### config.mk
export PLATFORM = sky130hd
export DESIGN_NAME = keypad_scanner
export DESIGN_NICKNAME = d
export VERILOG_FILES = /design/src/rtl/keypad_scanner.sv
export SDC_FILE = /design/constraint.sdc
export NUM_CORES = 1
export LEC_CHECK = 0
export CAP_MARGIN = 10
export CELL_PAD_IN_SITES_DETAIL_PLACEMENT = 0
export CELL_PAD_IN_SITES_GLOBAL_PLACEMENT = 2
export CORE_UTILIZATION = 39
export CTS_BUF_LIST = sky130_fd_sc_hd__clkbuf_16
export CTS_CLUSTER_DIAMETER = 30
export DETAILED_ROUTE_END_ITERATION = 8
export GPL_ROUTABILITY_DRIVEN = 0
export PLACE_DENSITY = 0.91
export SYNTH_ARGS = -nofsm -noshare
export SYNTH_HDL_FRONTEND = slang
export SYNTH_SLANG_ARGS = --single-unit
export TNS_END_PERCENT = 10
### constraint.sdc
create_clock -name clk_i -period 3.8 [get_ports clk_i]
set_input_delay 0.76 -clock clk_i [delete_from_list [all_inputs] [get_ports clk_i]]
set_output_delay 0.76 -clock clk_i [all_outputs]
set_load 0.02 [all_outputs]
### src/rtl/keypad_scanner.sv
`default_nettype none
// ============================================================================
// Module   : keypad_scanner
// Brief    : 4x4 matrix keypad scanner. Drives one active-low column at a
//            time, debounces a single-key press and its release, and reports
//            each accepted key exactly once as a 4-bit code.
// Revision : 1.0 - initial release
// ============================================================================
module keypad_scanner #(
  parameter int SCAN_DIV        = 10000,
  parameter int DEBOUNCE_CYCLES = 200000
) (
  input  logic       clk_i,
  input  logic       reset_i,
  input  logic [3:0] row_i,
  output logic [3:0] col_o,
  output logic [3:0] keypad_o,
  output logic       key_detect_o,
  output logic       key_held_o
);

  // One shared counter serves both the column dwell and the debounce windows.
  localparam int MAX_COUNT = (SCAN_DIV > DEBOUNCE_CYCLES) ? SCAN_DIV : DEBOUNCE_CYCLES;
  localparam int CNT_W     = (MAX_COUNT > 1) ? $clog2(MAX_COUNT) : 1;
  localparam logic [CNT_W-1:0] SCAN_LAST = CNT_W'(SCAN_DIV - 1);
  localparam logic [CNT_W-1:0] DEB_LAST  = CNT_W'(DEBOUNCE_CYCLES - 1);
  localparam logic [CNT_W-1:0] CNT_ONE   = CNT_W'(1);

  localparam logic [2:0] SCAN         = 3'd0;
  localparam logic [2:0] DEBOUNCE     = 3'd1;
  localparam logic [2:0] PRESSED      = 3'd2;
  localparam logic [2:0] WAIT_RELEASE = 3'd3;
  localparam logic [2:0] REL_DEBOUNCE = 3'd4;

  logic [3:0]       row_meta;
  logic [3:0]       rows_s;
  logic [2:0]       state;
  logic [2:0]       state_nxt;
  logic [CNT_W-1:0] cnt;
  logic [CNT_W-1:0] cnt_nxt;
  logic [1:0]       col_idx;
  logic [1:0]       col_idx_nxt;
  logic [3:0]       row_pat;
  logic [3:0]       row_pat_nxt;
  logic [3:0]       keypad_nxt;
  logic             detect_nxt;
  logic             held_nxt;
  logic             single_low;
  logic             rows_idle;
  logic [1:0]       row_idx;
  logic [3:0]       key_code;

  // Exactly one row pulled low means exactly one key on the driven column.
  assign single_low = (rows_s == 4'b1110) || (rows_s == 4'b1101) ||
                      (rows_s == 4'b1011) || (rows_s == 4'b0111);
  assign rows_idle  = (rows_s == 4'b1111);

  // Two-flop synchronizer for the asynchronous row lines; idles high.
  always_ff @(posedge clk_i) begin
    if (reset_i) begin
      row_meta <= 4'hF;
      rows_s   <= 4'hF;
    end else begin
      row_meta <= row_i;
      rows_s   <= row_meta;
    end
  end

  // Row number of the latched single-low pattern.
  always_comb begin
    row_idx = 2'd0;
    case (row_pat)
      4'b1110: row_idx = 2'd0;
      4'b1101: row_idx = 2'd1;
      4'b1011: row_idx = 2'd2;
      4'b0111: row_idx = 2'd3;
      default: row_idx = 2'd0;
    endcase
  end

  // Keypad legend: {row, column} -> key code.
  always_comb begin
    key_code = 4'h0;
    case ({row_idx, col_idx})
      4'h0: key_code = 4'h1;
      4'h1: key_code = 4'h2;
      4'h2: key_code = 4'h3;
      4'h3: key_code = 4'hA;
      4'h4: key_code = 4'h4;
      4'h5: key_code = 4'h5;
      4'h6: key_code = 4'h6;
      4'h7: key_code = 4'hB;
      4'h8: key_code = 4'h7;
      4'h9: key_code = 4'h8;
      4'hA: key_code = 4'h9;
      4'hB: key_code = 4'hC;
      4'hC: key_code = 4'hE;
      4'hD: key_code = 4'h0;
      4'hE: key_code = 4'hF;
      4'hF: key_code = 4'hD;
    endcase
  end

  // State register.
  always_ff @(posedge clk_i) begin
    if (reset_i) begin
      state <= SCAN;
    end else begin
      state <= state_nxt;
    end
  end

  // Next-state logic.
  always_comb begin
    state_nxt = state;
    case (state)
      SCAN: begin
        if ((cnt == SCAN_LAST) && single_low) state_nxt = DEBOUNCE;
      end
      DEBOUNCE: begin
        if (rows_s != row_pat)    state_nxt = SCAN;
        else if (cnt == DEB_LAST) state_nxt = PRESSED;
      end
      PRESSED: state_nxt = WAIT_RELEASE;
      WAIT_RELEASE: begin
        if (rows_idle) state_nxt = REL_DEBOUNCE;
      end
      REL_DEBOUNCE: begin
        if (!rows_idle)           state_nxt = WAIT_RELEASE;
        else if (cnt == DEB_LAST) state_nxt = SCAN;
      end
      default: state_nxt = SCAN;
    endcase
  end

  // Datapath and output next values; column index stays frozen outside SCAN
  // and steps to the next column whenever the scan resumes.
  always_comb begin
    cnt_nxt     = cnt;
    col_idx_nxt = col_idx;
    row_pat_nxt = row_pat;
    keypad_nxt  = keypad_o;
    detect_nxt  = 1'b0;
    held_nxt    = key_held_o;
    case (state)
      SCAN: begin
        if (cnt == SCAN_LAST) begin
          cnt_nxt = '0;
          if (single_low) row_pat_nxt = rows_s;
          else            col_idx_nxt = col_idx + 2'd1;
        end else begin
          cnt_nxt = cnt + CNT_ONE;
        end
      end
      DEBOUNCE: begin
        if (rows_s != row_pat) begin
          cnt_nxt     = '0;
          col_idx_nxt = col_idx + 2'd1;
        end else if (cnt == DEB_LAST) begin
          cnt_nxt    = '0;
          detect_nxt = 1'b1;
          keypad_nxt = key_code;
          held_nxt   = 1'b1;
        end else begin
          cnt_nxt = cnt + CNT_ONE;
        end
      end
      REL_DEBOUNCE: begin
        if (!rows_idle) begin
          cnt_nxt = '0;
        end else if (cnt == DEB_LAST) begin
          cnt_nxt     = '0;
          held_nxt    = 1'b0;
          col_idx_nxt = col_idx + 2'd1;
        end else begin
          cnt_nxt = cnt + CNT_ONE;
        end
      end
      default: cnt_nxt = '0;
    endcase
  end

  // Registered datapath and outputs.
  always_ff @(posedge clk_i) begin
    if (reset_i) begin
      cnt          <= '0;
      col_idx      <= 2'd0;
      row_pat      <= 4'hF;
      col_o        <= 4'b1110;
      keypad_o     <= 4'h0;
      key_detect_o <= 1'b0;
      key_held_o   <= 1'b0;
    end else begin
      cnt          <= cnt_nxt;
      col_idx      <= col_idx_nxt;
      row_pat      <= row_pat_nxt;
      col_o        <= ~(4'b0001 << col_idx_nxt);
      keypad_o     <= keypad_nxt;
      key_detect_o <= detect_nxt;
      key_held_o   <= held_nxt;
    end
  end

endmodule
`default_nettype wire

* Word level (Yosys, flattened, before mapping)
Memories as Yosys holds them, arrays and structs flattened. A register that Yosys moved wholly into a read port is not among the register bits.
Cells that the tools add are included.
** Operators by class
- $add $sub $neg :: 2
- $mul :: 0
- Div/mod/pow operators :: 0
- Order comparisons :: 0
- Equality and inequality tests :: 23
- Shift operators :: 1
- Muxes and demuxes :: 25
- Bitwise operators :: 3
- Reductions and logical operators :: 11
** Operator list (count)
- 18-bit 2-to-1 mux :: 4
- 18-bit case mux with 3 select lines :: 1
- 4-bit equality test, second input constant :: 6
- 18-bit by 1-bit adder with 18-bit output, second input constant :: 1
- 18-bit by 14-bit equality test with 1-bit output, second input constant :: 1
- 18-bit equality test, second input constant :: 1
- 3-bit 2-to-1 mux :: 6
- 3-bit case mux with 5 select lines :: 1
- 2-bit inequality test, second input constant :: 6
- 2-bit case mux with 3 select lines :: 2
- 2-bit 2-to-1 mux :: 5
- 4-bit by 3-bit equality test with 1-bit output, second input constant :: 2
- 3-bit by 2-bit equality test with 1-bit output, second input constant :: 2
- 3-bit inequality test, second input constant :: 2
- 3-bit AND reduction :: 2
- 1-bit 2-to-1 mux :: 5
- 5-bit AND reduction :: 1
- 4-bit inequality test :: 1
- 4-bit NOT :: 1
- 4-bit AND reduction :: 1
- 1-bit by 2-bit left shift with 4-bit output, first input constant :: 1
- 3-bit by 1-bit equality test with 1-bit output, second input constant :: 1
- 3-bit equality test, second input constant :: 1
- 3-bit zero test :: 1
- other kinds (7) :: 10
** Word-level totals
- Bits in registers :: 41
- Bits in latches :: 0
- RAM bits :: 0
- Memory bits (read-only) :: 64
- Input port bits :: 6
- Output and inout bits :: 10
- Logic and storage cells :: 75
- Memories kept :: 1
** Memories
- (no name shown) :: depth 16, width 4, read ports 1, clocked after Yosys merged registers in 1, wr ports 0, RTL line 84 : case ({row_idx, col_idx})

* Longest topological paths before layout
Gate-level depths: netlist (run 1).
- Depth in word-level cells :: 9
- Mapped depth :: 8
- Mapped depth without buffers :: 7

* Worst setup path after synthesis (run 1)
Ideal clock, no wire load.
- Path kind :: register to register
- From :: reg cnt[5]
- To :: reg col_idx[1]
- Setup time :: 0.117 ns
- Arrival time :: 2.221 ns
- Data required time :: 3.683 ns
- Path slack :: 1.462 ns
- Cell stages (with the launch flop) :: 7
- Path buffers :: 1
- Clock period less this slack :: 2.338 ns
- Path through :: dfxtp_1 > or4_4 > or3_1 > or4_1 > buf_2 > a32o_1 > a22o_2
** On the way
- Longest elaborated chain between the ends :: 4
- Elaborated cells on any way between the ends :: 6
- Classes of those cells :: 2 x eq/ne; 4 x mux
** Ends and longest elaborated chain
- start, declared :: RTL line 39 : logic [CNT_W-1:0] cnt;
- start signal, assigned :: RTL line 194 : cnt <= cnt_nxt;
- 18-bit equality test :: RTL line 171 : end else if (cnt == DEB_LAST) begin
- 2-bit 2-to-1 mux :: RTL line 171
- 2-bit 2-to-1 mux :: RTL line 169 : if (!rows_idle) begin
- 2-bit case mux with 3 select lines * :: RTL line 145 : case (state)
- end signal, assigned :: RTL line 195 : col_idx <= col_idx_nxt;
- end, declared :: RTL line 41 : logic [1:0] col_idx;
Every way passes the cells marked *; elsewhere a longest branch is shown, timed or not.
A chain may end at the register's enable or synchronous reset.

* Worst setup path after layout (run 1)
- From :: reg cnt[4]
- To :: reg col_idx[0]
The elaborated chain is that of the path after synthesis.

==> results of run 1 <==
[registers in the layout, indices dropped and copies added (netlist names)]
register / cells
row_pat: 4
keypad_o: 4
rows_s: 4
cnt: 18
key_detect_o: 1
row_meta: 4
state: 3
col_idx: 2
col_o: 4
key_held_o: 1
[cell families after synthesis]
| logic type | after synthesis |
|---|---|
| AND/OR/NAND/NOR | 119 |
| flip-flops | 45 |
| AO/OA/AOI/OAI | 35 |
| buffers and inverters | 25 |
| XOR/XNOR | 23 |
| multiplexers | 9 |
| adder cells (fa/ha/maj) | 6 |
[metrics by stage]
step	setup WS [ns]	cells	cell area [um^2]	power [mW]	util
CTS	1.32	342	2640	1.13	0.473
floorplan	1.46	262	2280	0.607	-
global route	1.14	342	2640	1.18	0.473
global placement	1.34	334	2470	0.638	0.443
detailed placement	1.35	334	2470	0.638	0.443
finish	1.34	342	2640	1.12	0.473
[routing by layer]
layer | vias up | wire (um) | track usage
li1 | 962 | - | -
met4 | 0 | 59 | 0.0556
met3 | 5 | 140 | 0.0360
met2 | 39 | 2250 | 0.276
met5 | - | 0 | 0
met1 | 847 | 2310 | 0.228
[worst reg2reg max path, stage by stage, from the launching register on]
cell      delay, ns
dfxtp_1        0.35
or4_4          0.55
or3_1          0.37
or4_1          0.51
a21oi_1        0.37
a21boi_0       0.17
[Yosys cell counts, types with 2 or more instances]
master	count
dfxtp_1	45
nor3_1	27
nand2_1	20
nor2_1	16
nand3_1	13
clkbuf_1	12
xnor2_1	12
xor2_1	11
inv_1	9
or2_2	9
mux2i_1	8
nand4_1	7
ha_1	6
nand4b_1	6
a21oi_1	5
buf_2	4
o21ai_0	4
a31oi_1	3
nor4_1	3
o22ai_1	3
a2111oi_0	2
a32o_1	2
and3_1	2
and4_1	2
and4b_1	2
nand2b_1	2
o311a_1	2
or3_1	2
or4_1	2
[power by group]
part	leakage, nW	switching (mW)	total, mW	internal (mW)
clock	0.0800	0.180	0.491	0.311
combinational	0.502	0.0685	0.117	0.0482
sequential	0.365	0.0211	0.511	0.490
[final cells by class]
class                   instances  share of cell area
flip-flops and latches         45               0.341
clock inverters                 3              0.0175
multi-input cells             192               0.487
clock buffers                   5              0.0474
inverters                       9              0.0128
well taps                      72              0.0341
repair buffers                 16              0.0597
[how the worst max path moves through the flow]
stage	to	slack, ns	cells past startpoint
after global routing	col_o[3]	1.14	5
after CTS	col_idx[0]	1.32	5
final	col_idx[0]	1.34	5
after global placement	col_o[2]	1.34	5
after detailed placement	col_idx[0]	1.35	5
after floorplan	col_idx[1]	1.46	6
==> results.sh, run 1 <==
export IMPL_die_h_um=78.5
export IMPL_fin_setup_tns_ns=0
export IMPL_routed_via_density=5.42
export IMPL_synth_xor_area_frac=0.0882
export IMPL_rsz0062_at_grt="false"
export IMPL_fin_crit_ns=2.46
export IMPL_hold_end="rows_s[3]"
export IMPL_htree_levels=2
export IMPL_start_util=0.410
export IMPL_power_density_nw_per_um2=424
export IMPL_cp_start_kind="flip-flop"
export IMPL_synth_warnings=0
export IMPL_end_kind="flip-flop"
export IMPL_rr_endpoint="col_idx[0]"
export IMPL_rows=27
export IMPL_final_common_cell="dfxtp_1"
export IMPL_clk_latency_ns=0.28
export IMPL_yosys_area_top_type="dfxtp_1"
export IMPL_diodes=0
export IMPL_ys_ff_latch=45
export IMPL_crit_type="flip-flop to flip-flop"
export IMPL_crit_path_max_fanout=6
export IMPL_slew_headroom=0.572
export IMPL_final_cell_mix="45 x dfxtp_1, 27 x nor3_1, 20 x nand2_1"
export IMPL_critPathLaunch="cnt[4]"
export IMPL_synth_compound_area_frac=0.114
export IMPL_synthFlopType="dfxtp_1"
export IMPL_hp_start="row_meta[3]"
export IMPL_cp_cell_sequence="or4_4 > or3_1 > or4_1 > a21oi_1 > a21boi_0"
export IMPL_ir_drop_uv=183
export IMPL_final_hold_viol_count=0
export IMPL_clkTransAtPathRegs_ns=0.06
export IMPL_r2r_cells=5
export IMPL_ant_nets=0
export IMPL_overflow=0
export IMPL_min_path_type="flip-flop to flip-flop"
export IMPL_wl_um=4750
export IMPL_numCtsBuffers=5
export IMPL_grt_total_usage=0.172
export IMPL_reg2reg_setup_slack_ns=1.34
export IMPL_synth_simple_gate_area_frac=0.283
export IMPL_min_period_over_period=0.648
export IMPL_syn_inst=262
export IMPL_synth_top_family_by_area="simple AND/OR/NAND/NOR gates"
export IMPL_synth_edff_count=0
export IMPL_leakage_nw=0.947
export IMPL_cts_tree="built"
export IMPL_wire_per_inst_um=13.9
export IMPL_design_core_area_um2=5570
export IMPL_root_buffer="clkbuf_16"
export IMPL_hold_slack_ns=0.407
export IMPL_grt_start_max_net_pins=27
export IMPL_dp_hpwl_um=3410
export IMPL_dieArea_um2=6170
export IMPL_drv_cap=0
export IMPL_fmax_ghz=0.406
export IMPL_synthMuxAreaShare=0.0449
export IMPL_status="completed"
export IMPL_synthAdderAreaFrac=0.0329
export IMPL_postSynth_asyncResetShare=0
export IMPL_avgSynthCellArea_um2=8.72
export IMPL_synth_nets=274
export IMPL_cts_buffer_depth=2
export IMPL_drt_iter0_markers=107
export IMPL_clock_skew_ns=0.00601
export IMPL_numClockSinks=45
export IMPL_syn_to_final_growth_pct=15.5
export IMPL_cpLargestDelayFamily="simple AND/OR/NAND/NOR gates"
export IMPL_die_w_um=78.5
export IMPL_yosysUniqueCellTypes=50
export IMPL_synth_area_leaders="dfxtp_1 39%, nor3_1 5.9%, xnor2_1 4.6%, xor2_1 4.2%, mux2i_1 3.5%"
export IMPL_cts_resized_gates=0
export IMPL_cp_num_buf_inv=0
export IMPL_netlist_area_um2=2280
export IMPL_crit_required_ns=3.94
export IMPL_holdBufCountCts=0
export IMPL_postCtsSetupBuffers=0
export IMPL_fillers=542
export IMPL_yosysTopAreaCellShare=0.394
export IMPL_regArea_um2=901
export IMPL_setup_viol=0
export IMPL_cp_slowest_cell="or4_4"
export IMPL_numPortBuffers=15
export IMPL_grt_pass1_wl_um=8250
export IMPL_drcViolationCount=0
export IMPL_tightest_slew_ns=0.641
export IMPL_multi_input_area_um2=1280
export IMPL_worst_path_largest_cell_delay_ns=0.55
export IMPL_layout_drive_gt1_share=0.0852
export IMPL_fin_nets=281
export IMPL_seq_area_frac_synth=0.394
export IMPL_first_pass_iters=5
export IMPL_dr_total_vias=1853
export IMPL_design_portCount=16
export IMPL_grt_pass1_vias=1664
export IMPL_arrival_ns=2.60
export IMPL_holdPathStages=1
export IMPL_r2r_start="cnt[4]"
export IMPL_antenna_found_initial=0
export IMPL_drv_slew=0
(Power assumes the default switching activity.)
==> inputs of run 2 (changes only) <==
- CORE_UTILIZATION: 39 -> 32
- PLACE_DENSITY: 0.91 -> 0.81
- clock period: 3.8 -> 2.1 ns (I/O delays scaled with it)
==> results.sh, run 2 (synthesized netlist as in run 1, its figures left out) <==
export IMPL_antenna_found_initial=0
export IMPL_die_h_um=86.5
export IMPL_rows=30
export IMPL_design_core_area_um2=6830
export IMPL_routed_via_density=5.00
export IMPL_cp_start_kind="flip-flop"
export IMPL_grt_total_usage=0.164
export IMPL_tightest_slew_ns=0.534
export IMPL_multi_input_area_um2=1330
export IMPL_final_common_cell="buf_4"
export IMPL_numPortBuffers=15
export IMPL_clk_latency_ns=0.28
export IMPL_fin_util=0.448
export IMPL_total_power_mw=2.09
export IMPL_min_path_type="flip-flop to flip-flop"
export IMPL_fin_nets=323
export IMPL_design_portCount=16
export IMPL_root_buffer="clkbuf_16"
export IMPL_wire_per_inst_um=13.2
export IMPL_grt_start_max_net_pins=25
export IMPL_holdBufCountCts=0
export IMPL_dp_hpwl_um=4060
export IMPL_end_kind="flip-flop"
export IMPL_numClockSinks=45
export IMPL_cts_tree="built"
export IMPL_overflow=0
export IMPL_worst_slack_ns=-0.197
export IMPL_start_util=0.334
export IMPL_regArea_um2=908
export IMPL_numCtsBuffers=5
export IMPL_diodes=0
export IMPL_crit_path_max_fanout=5
export IMPL_htree_levels=2
export IMPL_first_pass_iters=4
export IMPL_final_cell_mix="40 x buf_4, 39 x dfxtp_1, 26 x nor3_1"
export IMPL_arrival_ns=2.47
export IMPL_layout_drive_gt1_share=0.253
export IMPL_grt_pass1_vias=2021
export IMPL_final_hold_viol_count=0
export IMPL_cts_buffer_depth=2
export IMPL_syn_to_final_growth_pct=34.0
export IMPL_slew_headroom=0.642
export IMPL_regMostFlops="cnt"
export IMPL_ir_drop_uv=434
export IMPL_grt_pass1_wl_um=9470
export IMPL_violations="setup timing"
export IMPL_status="finished, violations left"
export IMPL_crit_type="flip-flop to flip-flop"
export IMPL_rsz0062_at_grt="true"
export IMPL_min_period_over_period=1.09
export IMPL_fillers=715
export IMPL_largest_reg_flops=18
export IMPL_fin_crit_ns=2.30
export IMPL_die_w_um=86.5
export IMPL_drv_slew=0
export IMPL_fmax_ghz=0.435
export IMPL_leakage_nw=1.17
export IMPL_crit_required_ns=2.28
export IMPL_clkTransAtPathRegs_ns=0.06
export IMPL_drt_iter0_markers=90
export IMPL_setup_viol=9
export IMPL_power_density_nw_per_um2=683
export IMPL_drcViolationCount=0
export IMPL_dr_total_vias=2038
export IMPL_dieArea_um2=7480
export IMPL_wl_um=5380
export IMPL_ant_nets=0
export IMPL_drv_cap=0
export IMPL_clock_skew_ns=0.00277
## run 2: power by group
part           total [mW]  internal, mW  switching, mW
clock               0.865         0.553          0.312
combinational       0.312         0.153          0.159
sequential          0.913         0.886         0.0267
## run 2: worst paths after layout
kind / slack, ns / cells after the start / startpoint / end
max: -0.20 / 5 / cnt[17] / col_idx[1]
min: 0.41 / 1 / row_meta[3] / rows_s[3]
max reg2reg: -0.20 / 5 / cnt[17] / col_idx[1]
min reg2reg: 0.41 / 1 / row_meta[3] / rows_s[3]
## run 2: per-layer routing
layer  track usage  routed length, um  vias to the layer above
met1         0.196               2410                      952
li1              -                  -                     1047
met4        0.0591                 73                        0
met3        0.0362                146                        8
met2         0.289               2750                       31
met5             0                  0                        -
## run 2: metrics by stage
step | worst slack [ns] | cells | instance area (um^2) | setup TNS, ns | hold WS, ns
floorplan | -0.222 | 262 | 2290 | -1.66 | 0.389
global route | -0.275 | 408 | 3060 | -1.92 | 0.425
CTS | -0.195 | 408 | 3040 | -1.30 | 0.408
finish | -0.197 | 408 | 3060 | -1.03 | 0.407
global placement | -0.257 | 400 | 2840 | -2.48 | 0.393
detailed placement | -0.281 | 400 | 2840 | -2.91 | 0.396
## run 2: critical path, stage by stage, from the launching register on
cell	delay, ns
dfxtp_2	0.32
or4_4	0.52
or3_4	0.39
or4_4	0.46
a32o_1	0.25
a22o_2	0.25
## run 2: area by class of cell
| class | instances | share of cell area |
|---|---|---|
| timing repair buffer | 58 | 0.164 |
| sequential | 45 | 0.297 |
| clock buffer | 5 | 0.0409 |
| inverter | 9 | 0.0110 |
| clock inverter | 3 | 0.0123 |
| multi-input combinational | 192 | 0.436 |
| tap | 96 | 0.0392 |
## run 2: timing repair
| action | in CTS | in global routing |
|---|---|---|
| resized for setup | 11 | 9 |
| pin swaps | 0 | 2 |
| endpoints found under the setup margin | 31 | 13 |
| setup buffers | 0 | 0 |
| gates cloned | 0 | 0 |
==> inputs of run 3 (changes only) <==
- CAP_MARGIN: 10 -> 15
==> results of run 3 <==
The final DEF is identical to that of run 2; final timing and power are the same.
